==> src/rtl/parking_slot_allocator_if.sv <==
// Gate-side handshake and status bundle for the parking slot allocator.
// master = gate sensor logic, slave = allocator.
interface parking_slot_allocator_if #(
  parameter int N_SLOTS = 8,
  parameter int ID_W    = $clog2(N_SLOTS),
  parameter int CNT_W   = $clog2(N_SLOTS+1)
);
  logic               enter_req;
  logic               enter_ack;
  logic [ID_W-1:0]    enter_slot;
  logic               exit_req;
  logic [ID_W-1:0]    exit_slot;
  logic               exit_ack;
  logic               exit_err;
  logic [N_SLOTS-1:0] slot_map;
  logic [CNT_W-1:0]   occupancy;
  logic               full;
  logic               empty;

  modport master (
    output enter_req, exit_req, exit_slot,
    input  enter_ack, enter_slot, exit_ack, exit_err, slot_map, occupancy, full, empty
  );
  modport slave (
    input  enter_req, exit_req, exit_slot,
    output enter_ack, enter_slot, exit_ack, exit_err, slot_map, occupancy, full, empty
  );
endinterface

==> src/rtl/parking_slot_allocator.sv <==
// Parking bay allocator: entry/exit handshake FSMs, occupancy map and count.
// Define PARK_ROUND_ROBIN_EN to rotate the bay search start after each grant.
module parking_slot_allocator #(
  parameter int N_SLOTS = 8,
  parameter int ID_W    = $clog2(N_SLOTS),
  parameter int CNT_W   = $clog2(N_SLOTS+1)
) (
  input  logic clk,
  input  logic rst_n,
  parking_slot_allocator_if.slave bus
);
  typedef enum logic [1:0] {IDLE, RESP, DROP} ch_state_t;

  localparam logic [ID_W:0]    N_ID  = (ID_W+1)'(N_SLOTS);
  localparam logic [CNT_W-1:0] N_CNT = CNT_W'(N_SLOTS);

  ch_state_t          en_st, en_nx, ex_st, ex_nx;
  logic               en_go, ex_go, ex_hit, found;
  logic [N_SLOTS-1:0] slot_map, free_rot, set_mask, clr_mask;
  logic [ID_W-1:0]    off, pick, e_slot;
  logic [CNT_W-1:0]   occ, occ_nx;
  logic               full_q, empty_q, e_ack, x_ack, x_err;

`ifdef PARK_ROUND_ROBIN_EN
  logic [ID_W-1:0] rr_ptr;
  logic [ID_W:0]   pick_sum;

  // Search the free map rotated so that bit 0 is the pointer position.
  always_comb begin
    free_rot = N_SLOTS'({~slot_map, ~slot_map} >> rr_ptr);
    pick_sum = {1'b0, rr_ptr} + {1'b0, off};
    if (pick_sum >= N_ID) pick_sum = pick_sum - N_ID;
    pick = pick_sum[ID_W-1:0];
  end

  always_ff @(posedge clk or negedge rst_n)
    if (!rst_n)     rr_ptr <= '0;
    else if (en_go) rr_ptr <= (pick == ID_W'(N_SLOTS-1)) ? '0 : pick + ID_W'(1);
`else
  always_comb begin
    free_rot = ~slot_map;
    pick     = off;
  end
`endif

  always_comb begin
    found = 1'b0;
    off   = '0;
    for (int k = 0; k < N_SLOTS; k++)
      if (!found && free_rot[k]) begin
        found = 1'b1;
        off   = ID_W'(k);
      end
  end

  // Out-of-range indices never match a bit, so they fall through to err.
  always_comb begin
    ex_hit = 1'b0;
    for (int i = 0; i < N_SLOTS; i++)
      if (bus.exit_slot == ID_W'(i) && slot_map[i]) ex_hit = 1'b1;
  end

  always_comb begin
    en_nx = en_st;
    ex_nx = ex_st;
    en_go = 1'b0;
    ex_go = 1'b0;
    case (en_st)
      IDLE:    if (bus.enter_req && !full_q && found) begin en_go = 1'b1; en_nx = RESP; end
      RESP:    en_nx = DROP;
      DROP:    if (!bus.enter_req) en_nx = IDLE;
      default: en_nx = IDLE;
    endcase
    case (ex_st)
      IDLE:    if (bus.exit_req) begin ex_go = 1'b1; ex_nx = RESP; end
      RESP:    ex_nx = DROP;
      DROP:    if (!bus.exit_req) ex_nx = IDLE;
      default: ex_nx = IDLE;
    endcase
  end

  // The granted bay was free before the edge, so it never collides with a release.
  always_comb begin
    set_mask = en_go ? (N_SLOTS'(1) << pick) : '0;
    clr_mask = (ex_go && ex_hit) ? (N_SLOTS'(1) << bus.exit_slot) : '0;
    case ({en_go, ex_go && ex_hit})
      2'b10:   occ_nx = occ + CNT_W'(1);
      2'b01:   occ_nx = occ - CNT_W'(1);
      default: occ_nx = occ;
    endcase
  end

  always_ff @(posedge clk or negedge rst_n)
    if (!rst_n) begin
      en_st <= IDLE;
      ex_st <= IDLE;
    end else begin
      en_st <= en_nx;
      ex_st <= ex_nx;
    end

  always_ff @(posedge clk or negedge rst_n)
    if (!rst_n) begin
      slot_map <= '0;
      occ      <= '0;
      full_q   <= 1'b0;
      empty_q  <= 1'b1;
      e_ack    <= 1'b0;
      x_ack    <= 1'b0;
      x_err    <= 1'b0;
      e_slot   <= '0;
    end else begin
      slot_map <= (slot_map & ~clr_mask) | set_mask;
      occ      <= occ_nx;
      full_q   <= (occ_nx == N_CNT);
      empty_q  <= (occ_nx == '0);
      e_ack    <= en_go;
      x_ack    <= ex_go && ex_hit;
      x_err    <= ex_go && !ex_hit;
      if (en_go) e_slot <= pick;
    end

  assign bus.enter_ack  = e_ack;
  assign bus.enter_slot = e_slot;
  assign bus.exit_ack   = x_ack;
  assign bus.exit_err   = x_err;
  assign bus.slot_map   = slot_map;
  assign bus.occupancy  = occ;
  assign bus.full       = full_q;
  assign bus.empty      = empty_q;
endmodule

==> src/flat_wrapper.sv <==
// flat-port wrapper written by rule: the top's interface ports become plain ports
module parking_slot_allocator_flat 
#(
  parameter int N_SLOTS = 8,
  parameter int ID_W    = $clog2(N_SLOTS),
  parameter int CNT_W   = $clog2(N_SLOTS+1)
)
  (clk, rst_n, bus_enter_req, bus_exit_req, bus_exit_slot, bus_enter_ack, bus_enter_slot, bus_exit_ack, bus_exit_err, bus_slot_map, bus_occupancy, bus_full, bus_empty);
  parking_slot_allocator_if #(.N_SLOTS(N_SLOTS), .ID_W(ID_W), .CNT_W(CNT_W)) bus_i ();
  input  logic clk;
  input  logic rst_n;
  input wire logic [$bits(bus_i.enter_req)-1:0] bus_enter_req;
  input wire logic [$bits(bus_i.exit_req)-1:0] bus_exit_req;
  input wire logic [$bits(bus_i.exit_slot)-1:0] bus_exit_slot;
  output wire logic [$bits(bus_i.enter_ack)-1:0] bus_enter_ack;
  output wire logic [$bits(bus_i.enter_slot)-1:0] bus_enter_slot;
  output wire logic [$bits(bus_i.exit_ack)-1:0] bus_exit_ack;
  output wire logic [$bits(bus_i.exit_err)-1:0] bus_exit_err;
  output wire logic [$bits(bus_i.slot_map)-1:0] bus_slot_map;
  output wire logic [$bits(bus_i.occupancy)-1:0] bus_occupancy;
  output wire logic [$bits(bus_i.full)-1:0] bus_full;
  output wire logic [$bits(bus_i.empty)-1:0] bus_empty;
  assign bus_i.enter_req = bus_enter_req;
  assign bus_i.exit_req = bus_exit_req;
  assign bus_i.exit_slot = bus_exit_slot;
  assign bus_enter_ack = bus_i.enter_ack;
  assign bus_enter_slot = bus_i.enter_slot;
  assign bus_exit_ack = bus_i.exit_ack;
  assign bus_exit_err = bus_i.exit_err;
  assign bus_slot_map = bus_i.slot_map;
  assign bus_occupancy = bus_i.occupancy;
  assign bus_full = bus_i.full;
  assign bus_empty = bus_i.empty;
  parking_slot_allocator #(.N_SLOTS(N_SLOTS), .ID_W(ID_W), .CNT_W(CNT_W)) u_core (.clk(clk), .rst_n(rst_n), .bus(bus_i));
endmodule
==> config.mk <==
export PLATFORM = sky130hd
export DESIGN_NAME = parking_slot_allocator_flat
export DESIGN_NICKNAME = d
export VERILOG_FILES = /design/src/rtl/parking_slot_allocator_if.sv /design/src/rtl/parking_slot_allocator.sv /design/src/flat_wrapper.sv
export SDC_FILE = /design/constraint.sdc
export NUM_CORES = 1
export LEC_CHECK = 0
export ABC_CLOCK_PERIOD_IN_PS = 5950
export BUFFER_PORTS_ARGS = -buffer_cell sky130_fd_sc_hd__buf_2
export CAP_MARGIN = 10
export CORE_MARGIN = 10
export CORE_UTILIZATION = 40
export CTS_BUF_LIST = sky130_fd_sc_hd__clkbuf_8
export DETAILED_ROUTE_END_ITERATION = 10
export HOLD_SLACK_MARGIN = 0.08
export SLEW_MARGIN = 30
export SYNTH_ARGS = -nofsm -noshare
export SYNTH_HDL_FRONTEND = slang
export SYNTH_SLANG_ARGS = --single-unit
export TNS_END_PERCENT = 50
==> constraint.sdc <==
create_clock -name clk -period 5.95 [get_ports clk]
set_input_delay 1.785 -clock clk [delete_from_list [all_inputs] [get_ports clk]]
set_output_delay 1.785 -clock clk [all_outputs]
set_load 0.02 [all_outputs]
* Word level (Yosys, flattened, before mapping) *
Cells that the tools add are included.

cells by class
  add/subtract/negate cells = 2
  equality and inequality tests = 18
  shift operators = 2
  multiplexer cells = 36
  bitwise operators = 4
  reduce and logical (&&, ||, !) cells = 34

operators with widths
  operator             number
  $mux 1               21
  $logic_and 1x1->1    19
  $mux 8               2
  $not 8->8            2
  $shl 1x3->8 const A  2
  $eq 3x3->1 const B   4
  $mux 2               6
  $mux 3               4
  $pmux 2 s3           2
  $logic_not 1->1      9
  $and 8x8->8          1
  $or 8x8->8           1
  $pmux 4 s2           1
  $eq 2x1->1 const B   3
  $eq 2x2->1 const B   3
  $eq 3x2->1 const B   2
  $ne 2x2->1 const B   3
  $add 4x1->4 const B  1
  $eq 4x4->1 const B   1
  $logic_not 2->1      2
  $logic_not 4->1      1
  $reduce_and 2->1     2
  $sub 4x1->4 const B  1
  $eq 3x1->1 const B   1
  2 further kinds      2

word-level totals
  register bits = 24
  input port bits = 7
  output and inout bits = 20
  word-level logic and storage cells = 106

* Longest topological paths before layout *
Gate-level depths: netlist of the first run.

  depth in word-level cells = 29
  gate-level depth with buffers = 10
  depth with buffers taken out = 10

* Worst setup path after synthesis of the first run *
Ideal clock, no wire load.

  path kind = input to register
  from = in bus_exit_slot[2]
  to = reg u_core.empty_q (netlist: u_core.bus.empty)
  setup time = 81 ps
  data arrival time = 3964 ps
  data required time = 5869 ps
  path slack = 1905 ps
  stages on the path = 9
  buffers on the path = 0
  cells stage by stage = mux4_2 > mux2i_1 > nor2b_1 > ha_1 > xor2_1 > ha_1 > mux2_2 > a2111o_1 > a211oi_2

between the ends
  longest elaborated chain between the ends = 14
  elaborated cells on any way between the ends = 29
  classes of those cells = eq/ne (9); mux (9); reduce/logical (11)

RTL lines
  what                                             line                           text
  from (decl)                                      flat_wrapper.sv:14             input wire logic [$bits(bus_i.exit_slot)-1:0] bus_exit_slot;
  $logic_not 3->1                                  parking_slot_allocator.sv:60   if (bus.exit_slot == ID_W'(i) && slot_map[i]) ex_hit = 1'b1;
  $logic_and 1x1->1                                parking_slot_allocator.sv:60
  $mux 1 (7 in series)                             parking_slot_allocator.sv:60
  $mux 1 (*)                                       parking_slot_allocator.sv:60
  $logic_and 1x1->1 (*)                            parking_slot_allocator.sv:86   case ({en_go, ex_go && ex_hit})
  $eq 2x1->1 / $eq 2x2->1 (equally long branches)  parking_slot_allocator.sv:86
  $pmux 4 s2 (*)                                   parking_slot_allocator.sv:86
  via u_core.occ_nx[1]                             parking_slot_allocator.sv:21   logic [CNT_W-1:0] occ, occ_nx;
  $logic_not 4->1 (*)                              parking_slot_allocator.sv:116  empty_q <= (occ_nx == '0);
  to (signal assigned)                             parking_slot_allocator.sv:116
  to (decl)                                        parking_slot_allocator.sv:22   logic full_q, empty_q, e_ack, x_ack, x_err;

Mark *: on every way through the listed nets, which the timed path passes. The rest lies on a longest branch.
A chain may end at the register's enable or synchronous reset.

* Worst setup path after layout of the first run *
Ends and elaborated chain as after synthesis.

==> results of run 1 <==
## placed cells by master (no fill, tap or decap), types with 2 or more instances in the layout
cell                        n
sky130_fd_sc_hd__nand3_1    4
sky130_fd_sc_hd__nand2b_1   5
sky130_fd_sc_hd__dfrtp_1   23
sky130_fd_sc_hd__ha_1       3
sky130_fd_sc_hd__o21a_1     2
sky130_fd_sc_hd__xnor2_1    3
sky130_fd_sc_hd__nand2_1   10
sky130_fd_sc_hd__o21ai_0    4
sky130_fd_sc_hd__inv_1      7
sky130_fd_sc_hd__mux4_2     2
sky130_fd_sc_hd__clkbuf_8   3
sky130_fd_sc_hd__o21ai_1   12
sky130_fd_sc_hd__buf_2     26
sky130_fd_sc_hd__nor2_1     3
sky130_fd_sc_hd__nor2b_1    2
sky130_fd_sc_hd__o31ai_1    4
sky130_fd_sc_hd__o31a_1     3
## per-layer routing
layer	up-vias	wire length, um	global-route usage, %
li1	474	-	-
met1	468	1270	13.1
met2	32	1280	16.4
met3	7	245	4.17
met4	0	45	4.12
met5	-	0	0
## final timing paths
kind | slack (ns) | to | startpoint | depth (start not counted)
max | 1.84 | u_core.bus.empty | bus_exit_slot[2] | 10
min | 0.47 | u_core.ex_st[0] | u_core.ex_st[0] | 1
max reg2reg | 2.97 | u_core.bus.empty | u_core.en_st[1] | 9
min reg2reg | 0.47 | u_core.ex_st[0] | u_core.ex_st[0] | 1
max in group asynchronous | 4.08 | u_core.bus.empty | rst_n | 1
min in group asynchronous | 1.49 | u_core.bus.slot_map[4] | rst_n | 1
## cells by family (layout without fill, tap and decap cells)
logic type | after synthesis | count (layout) | share of synthesized area (%)
buffers and inverters | 6 | 36 | 1.83
DFF | 24 | 24 | 48.9
adders and majority gates | 3 | 3 | 3.05
AOI/OAI and AO/OA | 35 | 35 | 19.7
muxes | 4 | 4 | 5.39
and+or+nand+nor | 36 | 36 | 18.3
xor gates and xnor gates | 4 | 4 | 2.85
## area by class of cell
type                    instances  area [sq um]  area share (%)
well taps                      33          41.3            2.85
clock buffers                   3          41.3            2.85
clock inverters                 1          3.75           0.259
inverters                       6          22.5            1.56
repair buffers                 26           130            8.99
flip-flops and latches         24           602            41.6
multi-input cells              82           607            41.9
## cells in the mapped netlist (3+ instances only)
cell type                   n  area (sq um)
sky130_fd_sc_hd__dfrtp_1   23           576
sky130_fd_sc_hd__o21ai_1   12          60.1
sky130_fd_sc_hd__nand2_1   10          37.5
sky130_fd_sc_hd__inv_1      6          22.5
sky130_fd_sc_hd__nand2b_1   5          31.3
sky130_fd_sc_hd__nand3_1    4          20.0
sky130_fd_sc_hd__o21ai_0    4          20.0
sky130_fd_sc_hd__o31ai_1    4          30.0
sky130_fd_sc_hd__ha_1       3          37.5
sky130_fd_sc_hd__nor2_1     3          11.3
sky130_fd_sc_hd__o31a_1     3          26.3
sky130_fd_sc_hd__xnor2_1    3          26.3
## sequential cells by signal, indices dropped and copies added (netlist names)
register	cells
u_core.bus.empty	1
u_core.bus.enter_ack	1
u_core.bus.enter_slot	3
u_core.bus.exit_ack	1
u_core.bus.exit_err	1
u_core.bus.full	1
u_core.bus.occupancy	4
u_core.bus.slot_map	8
u_core.en_st	2
u_core.ex_st	2
## power by group through the flow
stage	clock network (mW)	logic, mW	registers [mW]
floorplan	0	0.224	0.371
global placement	0	0.408	0.313
detailed placement	0	0.413	0.317
CTS	0.101	0.415	0.314
global route	0.109	0.453	0.326
finish	0.0972	0.409	0.313
## metrics by stage
step,hold slack (ns),cell area (sq um),std cells
after global placement,0.458,1400,171
final,0.473,1450,175
after CTS,0.478,1450,175
after floorplan,0.444,1230,112
after global routing,0.491,1450,175
after detailed placement,0.466,1400,171
==> summary by stage, run 1 <==
Setup path
At the worst endpoint, the required time is 6.13 ns. For this design, the slowest cell found on the critical path is sky130_fd_sc_hd__mux4_2. STA classifies the critical path startpoint as an input port. In this run the worst path has a maximum fanout of 7.

The critical path endpoint category is a flip-flop. The signal on the critical path passes through buf_2 -> mux4_2 -> mux2i_1 -> nor2b_1 -> ha_1 -> xor2_1 -> ha_1 -> mux2_2 -> a2111o_1 -> a211oi_2. The type of the worst setup path is input port to flip-flop. In this design, the largest share of critical-path delay is due to multiplexers. The signal arrival time at the worst endpoint is 4.30 ns. The buffers plus inverters on the worst setup path is 1.

The most used cell along the critical path is sky130_fd_sc_hd__ha_1. For this run, the slowest stage of the critical path takes 0.51 ns.

GRT
The initial antenna violation count is 0. Entering global routing, the biggest net connects 25 pins. The first global-routing pass estimated 4.66 mm of wire. The via count of the first global-routing pass is 1016. The global router's overall resource usage is 10.7%.

For this run the aggregate overflow at the end of global routing stands at 0.

Power
The design draws 0.819 mW. The internal portion of total power is 0.443 mW. The proportion of power drawn by the clock network is 11.9%. The net switching fraction of the power is 45.9%. IR analysis of the VDD net gives a maximum drop of 0.195 mV. The power share of the combinational group is 49.9%. The static leakage is 0.650 nW.

The sequential share of power is 38.2%. The total power divided by cell area is 566 nW/um^2. In this run the power spent charging and discharging nets is 0.376 mW.

Timing
The max-slew violation total from the final report is 0. The transition time of the tightest slew-check pin is 0.533 ns. Setup repair after global routing left no endpoint under its margin.

On the final layout, the worst clock skew is 0.00842 ns. In the post-route analysis, the smallest setup slack over all paths is 1.84 ns. The worst path in the final design needs a cycle of 4.11 ns, including I/O delays and setup. Of the available clock period, the critical path in the final layout requires 69.1%.

The worst max-slew margin expressed relative to the limit is 64.1%. Setup violations remaining at the end of the flow were counted as 0. Summed over all failing endpoints, the final setup total negative slack is 0 ns.

The final count of hold timing violations is 0. For this run, the top clock speed supported by timing is 243 MHz.

Floorplanning
The placeable core region is 3000 sq um. The die height is 75.5 um. The full die area is 5700 sq um. The total number of placement rows is 20. The die boundary width is 75.5 um. The initial utilization of the core area, before any placement, comes to 41.0%. For this design the top-level I/O count stands at 27.

Cells and area
Measured on the finished design, the core utilization comes to 48.2%. Counting the fill cells in the layout gives 274. Compared with the post-synthesis result, the final layout area differs by 17.6%.

Of the cells placed in the final design, the portion with a size suffix greater than 1 is 28.9%. The count of antenna diodes in the layout is 0. The net total in the final layout is 153.

Routing
The total via count after detailed routing is 981. In the routed design, unresolved DRC markers number 0. The detailed router finished its first iteration with 99 violations. The count of TritonRoute iterations in the first routing pass is 4.

The detail-routed via count per cell is 5.61. In this run the remaining antenna-violating nets after routing total 0. Wires add up to 2.84 mm. In the final routed layout, each cell accounts on average for 16.2 um.

Synthesis
The average instance in the mapped netlist occupies 11.0 sq um. Synthesis produced a netlist with a net count of 122. The most frequently used flop master after synthesis is sky130_fd_sc_hd__dfrtp_1.

The number of different library cells used by synthesis comes to 41. The number of enable-type register cells in the synthesized netlist is 0. The synthesized instance count is 112. The sequential share of the synthesized area is 48.9%. The number of synthesized register bits is 24. The count of yosys warnings during synthesis is 0. In this run the cell area of the synthesized design comes to 1230 sq um. The fraction of registers with async set or reset after synthesis is 100%.

Placed design
The pre-CTS setup slack is 1.56 ns. The wire-length estimate of the detail-placed layout is 2.22 mm. The congestion estimate from routability-driven global placement came to 0.867. Port buffering added 26 buffers.

Job
Across the run, the number of max-cap violations was 0.

Clocking
The maximum root-to-sink buffer count is 2. TritonCTS built the clock tree. The later-pin clock latency in the skew report is 0.27 ns. CTS built an H-tree with a depth of 1.

The post-cts gate resize count is 0. The count of clock tree sinks is 24. The clock buffer count from CTS is 3. After clock tree synthesis, the clock-pin slew on the worst setup and hold paths is 0.08 ns.

The root buffer cell chosen for the clock tree is sky130_fd_sc_hd__clkbuf_8. Once the clock tree was built, the setup fixing pass inserted 0 buffers. The number of buffers added to fix hold violations after cts is 0.

Worst hold path
The min-delay analysis places its worst path in the category flip-flop to flip-flop.

Status
The run finished with clean final reports.
Note: power is estimated with default switching activity, not from simulation.
==> run 2, diff against run 1 <==
--- a/config.mk
+++ b/config.mk
@@ -5,7 +5,7 @@
 export SDC_FILE = /design/constraint.sdc
 export NUM_CORES = 1
 export LEC_CHECK = 0
-export ABC_CLOCK_PERIOD_IN_PS = 5950
+export ABC_CLOCK_PERIOD_IN_PS = 4300
 export BUFFER_PORTS_ARGS = -buffer_cell sky130_fd_sc_hd__buf_2
 export CAP_MARGIN = 10
 export CORE_MARGIN = 10
==> constraint.sdc (replaced) <==
create_clock -name clk -period 4.3 [get_ports clk]
set_input_delay 1.29 -clock clk [delete_from_list [all_inputs] [get_ports clk]]
set_output_delay 1.29 -clock clk [all_outputs]
set_load 0.02 [all_outputs]
==> summary by stage, run 2 (synthesis gave the netlist of run 1 again) <==
Floorplanning
The die boundary width is 75.5 um (unchanged). The initial standard-cell utilization of the core came to 41.0% (unchanged). The placeable core region is 3000 sq um (unchanged). The total number of placement rows is 20 (unchanged).

The die height is 75.5 um (unchanged). The total I/O pin count is 27 (unchanged). The full die area is 5700 sq um (unchanged).

Setup path
The signal arrival time at the worst endpoint is 3.80 ns (-0.50 ns). The highest fanout seen on the critical path is 7 (unchanged). In this run the critical register-to-register path is captured at u_core.bus.empty. Traced cell by cell, the critical path runs through buf_2 -> mux4_2 -> mux2i_1 -> nor2b_1 -> ha_1 -> xor2_1 -> ha_1 -> mux2_2 -> a2111o_1 -> a211oi_2.

The required time of the worst setup path was 4.49 ns (-1.64 ns). The critical register-to-register path startpoint is u_core.bus.slot_map[0]. The largest incremental delay on the critical path was 0.50 ns (about the same). The type of the worst setup path is input port to flip-flop. The most used cell along the critical path is sky130_fd_sc_hd__ha_1. The register-to-register setup slack was 1.41 ns (-1.56 ns).

The type of element launching the critical path is an input port. The count of cells along the worst register-to-register path is 9 (unchanged). The buffers plus inverters on the worst setup path is 1 (unchanged). The slowest cell on the critical path is sky130_fd_sc_hd__mux4_2. The worst setup path is captured at a flip-flop. Grouping stages by cell kind, the critical path spends the most delay in multiplexers.

Power
The peak supply drop is 0.293 mV (+50%). The static leakage is 0.655 nW (+0.79%). The total power divided by cell area came to 783 nW/um^2 (+38%). The overall power after layout is 1.14 mW (+39%).

Clocking
The clock-pin transition on the worst setup and hold timing paths came to 0.08 ns (about the same). TritonCTS built the clock tree. The post-cts gate resize count is 0 (unchanged). The number of setup buffers added after CTS is 0 (unchanged). The count of clock tree sinks is 24 (unchanged). The clock root buffer is sky130_fd_sc_hd__clkbuf_8. The clock buffer count from CTS is 3 (unchanged). The maximum root-to-sink buffer count is 2 (unchanged). The later-pin clock latency in the skew report was 0.27 ns (about the same). The number of buffers added to fix hold violations after cts is 0 (unchanged).

The H-tree depth is 1 (unchanged).

Routing
The post-detailed-routing wire length is 2.85 mm (+0.28%). The average wire per standard cell was 16.2 um (-0.29%). The total via count after detailed routing is 987 (+0.61%).

The iteration-0 DRC count of the detailed router was 110 (+11%). The remaining number of nets flagged by the antenna check after routing is 0 (unchanged). The count of TritonRoute iterations in the first routing pass is 5 (+1).

The number of DRC violations after detailed routing came to 0 (unchanged). The detail-routed via count per cell is 5.61 (about the same).

Placed design
The detailed placement HPWL is 2.18 mm (-1.5%). The number of buffer cells added on primary ports came to 26 (unchanged). The final weighted congestion in routability-driven placement was 0.868 (about the same).

Worst hold path
The beginning of the worst hold path is u_core.ex_st[0]. The number of instances on the worst hold path was 1 (unchanged). The destination of the worst hold path is u_core.ex_st[0]. The min-delay analysis places its worst path in the category flip-flop to flip-flop.

Job
The max-cap violation count is 0 (unchanged).

GRT
The global-route wire length before repair is 4.76 mm (+2.1%). The remaining global-route overflow is 0 (unchanged). The global router's overall resource usage is 10.9% (+0.27 points). The maximum number of pins on one net before global-route repair is 25 (unchanged). The initial antenna violation count is 0 (unchanged). The via count of the first global-routing pass was 1013 (-0.30%).

Timing
The max-slew violation total from the final report is 0 (unchanged). The final count of hold timing violations is 0 (unchanged). The count of endpoints failing setup in the final report is 0 (unchanged).

The worst path uses 84.1% of the clock period. Timing would allow up to 277 MHz. The setup total negative slack is 0 ns (unchanged). The clock skew after layout is 0.00363 ns (-0.00479 ns). The transition time of the tightest slew-check pin was 0.540 ns (+0.00722 ns). The worst max-slew margin expressed relative to the limit is 63.6% (-0.49 points). Setup repair after global routing left no endpoint under its margin.

The shortest period the worst path allows is 3.61 ns.

Cells and area
The count of antenna diodes in the layout was 0 (unchanged). The area growth from synthesis to layout is 18.2%. The commonest non-fill, non-tap cell in the layout is sky130_fd_sc_hd__buf_2. The register with the most flip-flops is u_core.bus.slot_map.

The flip-flop count of the largest register after layout is 8 (unchanged). The net total in the final layout is 154 (+0.65%). The library cells used most frequently in the layout, excluding fill and tap cells, are sky130_fd_sc_hd__buf_2, sky130_fd_sc_hd__dfrtp_1, sky130_fd_sc_hd__o21ai_1. The share of post-route cells with drive strength above 1 came to 29.4% (+0.50 points).

Status
The flow ran to the end, and the final reports show no timing, DRC or antenna violations.
[run 2: cell count changes in the layout (fill, tap and decap cells not counted), sizes merged]
cell | before | now
buf | 26 | 27
[run 2: per-layer routing]
metal	routed length (um)	GRT usage [%]	vias up
li1	-	-	474
met1	1280	13.6	475
met2	1270	16.6	33
met3	260	3.91	5
met4	46	4.74	0
met5	0	0	-
[run 2: where the power goes]
part | internal, mW | switching [mW]
sequential | 0.323 | 0.110
combinational | 0.232 | 0.339
clock | 0.0639 | 0.0725
[run 2: cell type report]
cell class	instances	area [sq um]
inverters	6	22.5
clock inverters	1	3.75
flip-flops and latches	24	602
multi-input cells	82	607
repair buffers	27	138
clock buffers	3	41.3
fillers	282	1550
well taps	33	41.3
[run 2: how the worst max path moves through the flow]
stage | startpoint | end | cells past startpoint
final | bus_exit_slot[2] | u_core.bus.empty | 10
after global routing | bus_exit_slot[0] | u_core.bus.empty | 10
after CTS | bus_exit_slot[2] | u_core.bus.empty | 10
after detailed placement | bus_exit_slot[2] | u_core.bus.empty | 10
after global placement | bus_exit_slot[2] | u_core.bus.empty | 10
after floorplan | bus_exit_slot[2] | u_core.bus.empty | 9
[run 2: metrics by stage]
| stage | setup slack [ns] | cell area (sq um) | cells | hold WS, ns | utilization, % |
|---|---|---|---|---|---|
| after floorplan | 0.750 | 1230 | 112 | 0.444 | - |
| after global placement | 0.442 | 1410 | 172 | 0.458 | 47.0 |
| after detailed placement | 0.414 | 1410 | 172 | 0.465 | 47.0 |
| after CTS | 0.679 | 1460 | 176 | 0.477 | 48.5 |
| after global routing | 0.534 | 1460 | 176 | 0.489 | 48.5 |
| final | 0.686 | 1460 | 176 | 0.474 | 48.5 |
[run 2: worst register-to-register path: cells and delay by family (launching register included)]
kind	cells	cell delay [ns]
multiplexers	3	0.95
adder cells (fa/ha/maj)	2	0.52
XOR/XNOR	1	0.18
AO/OA/AOI/OAI	2	0.58
AND/OR/NAND/NOR	1	0.11
flip-flops	1	0.48
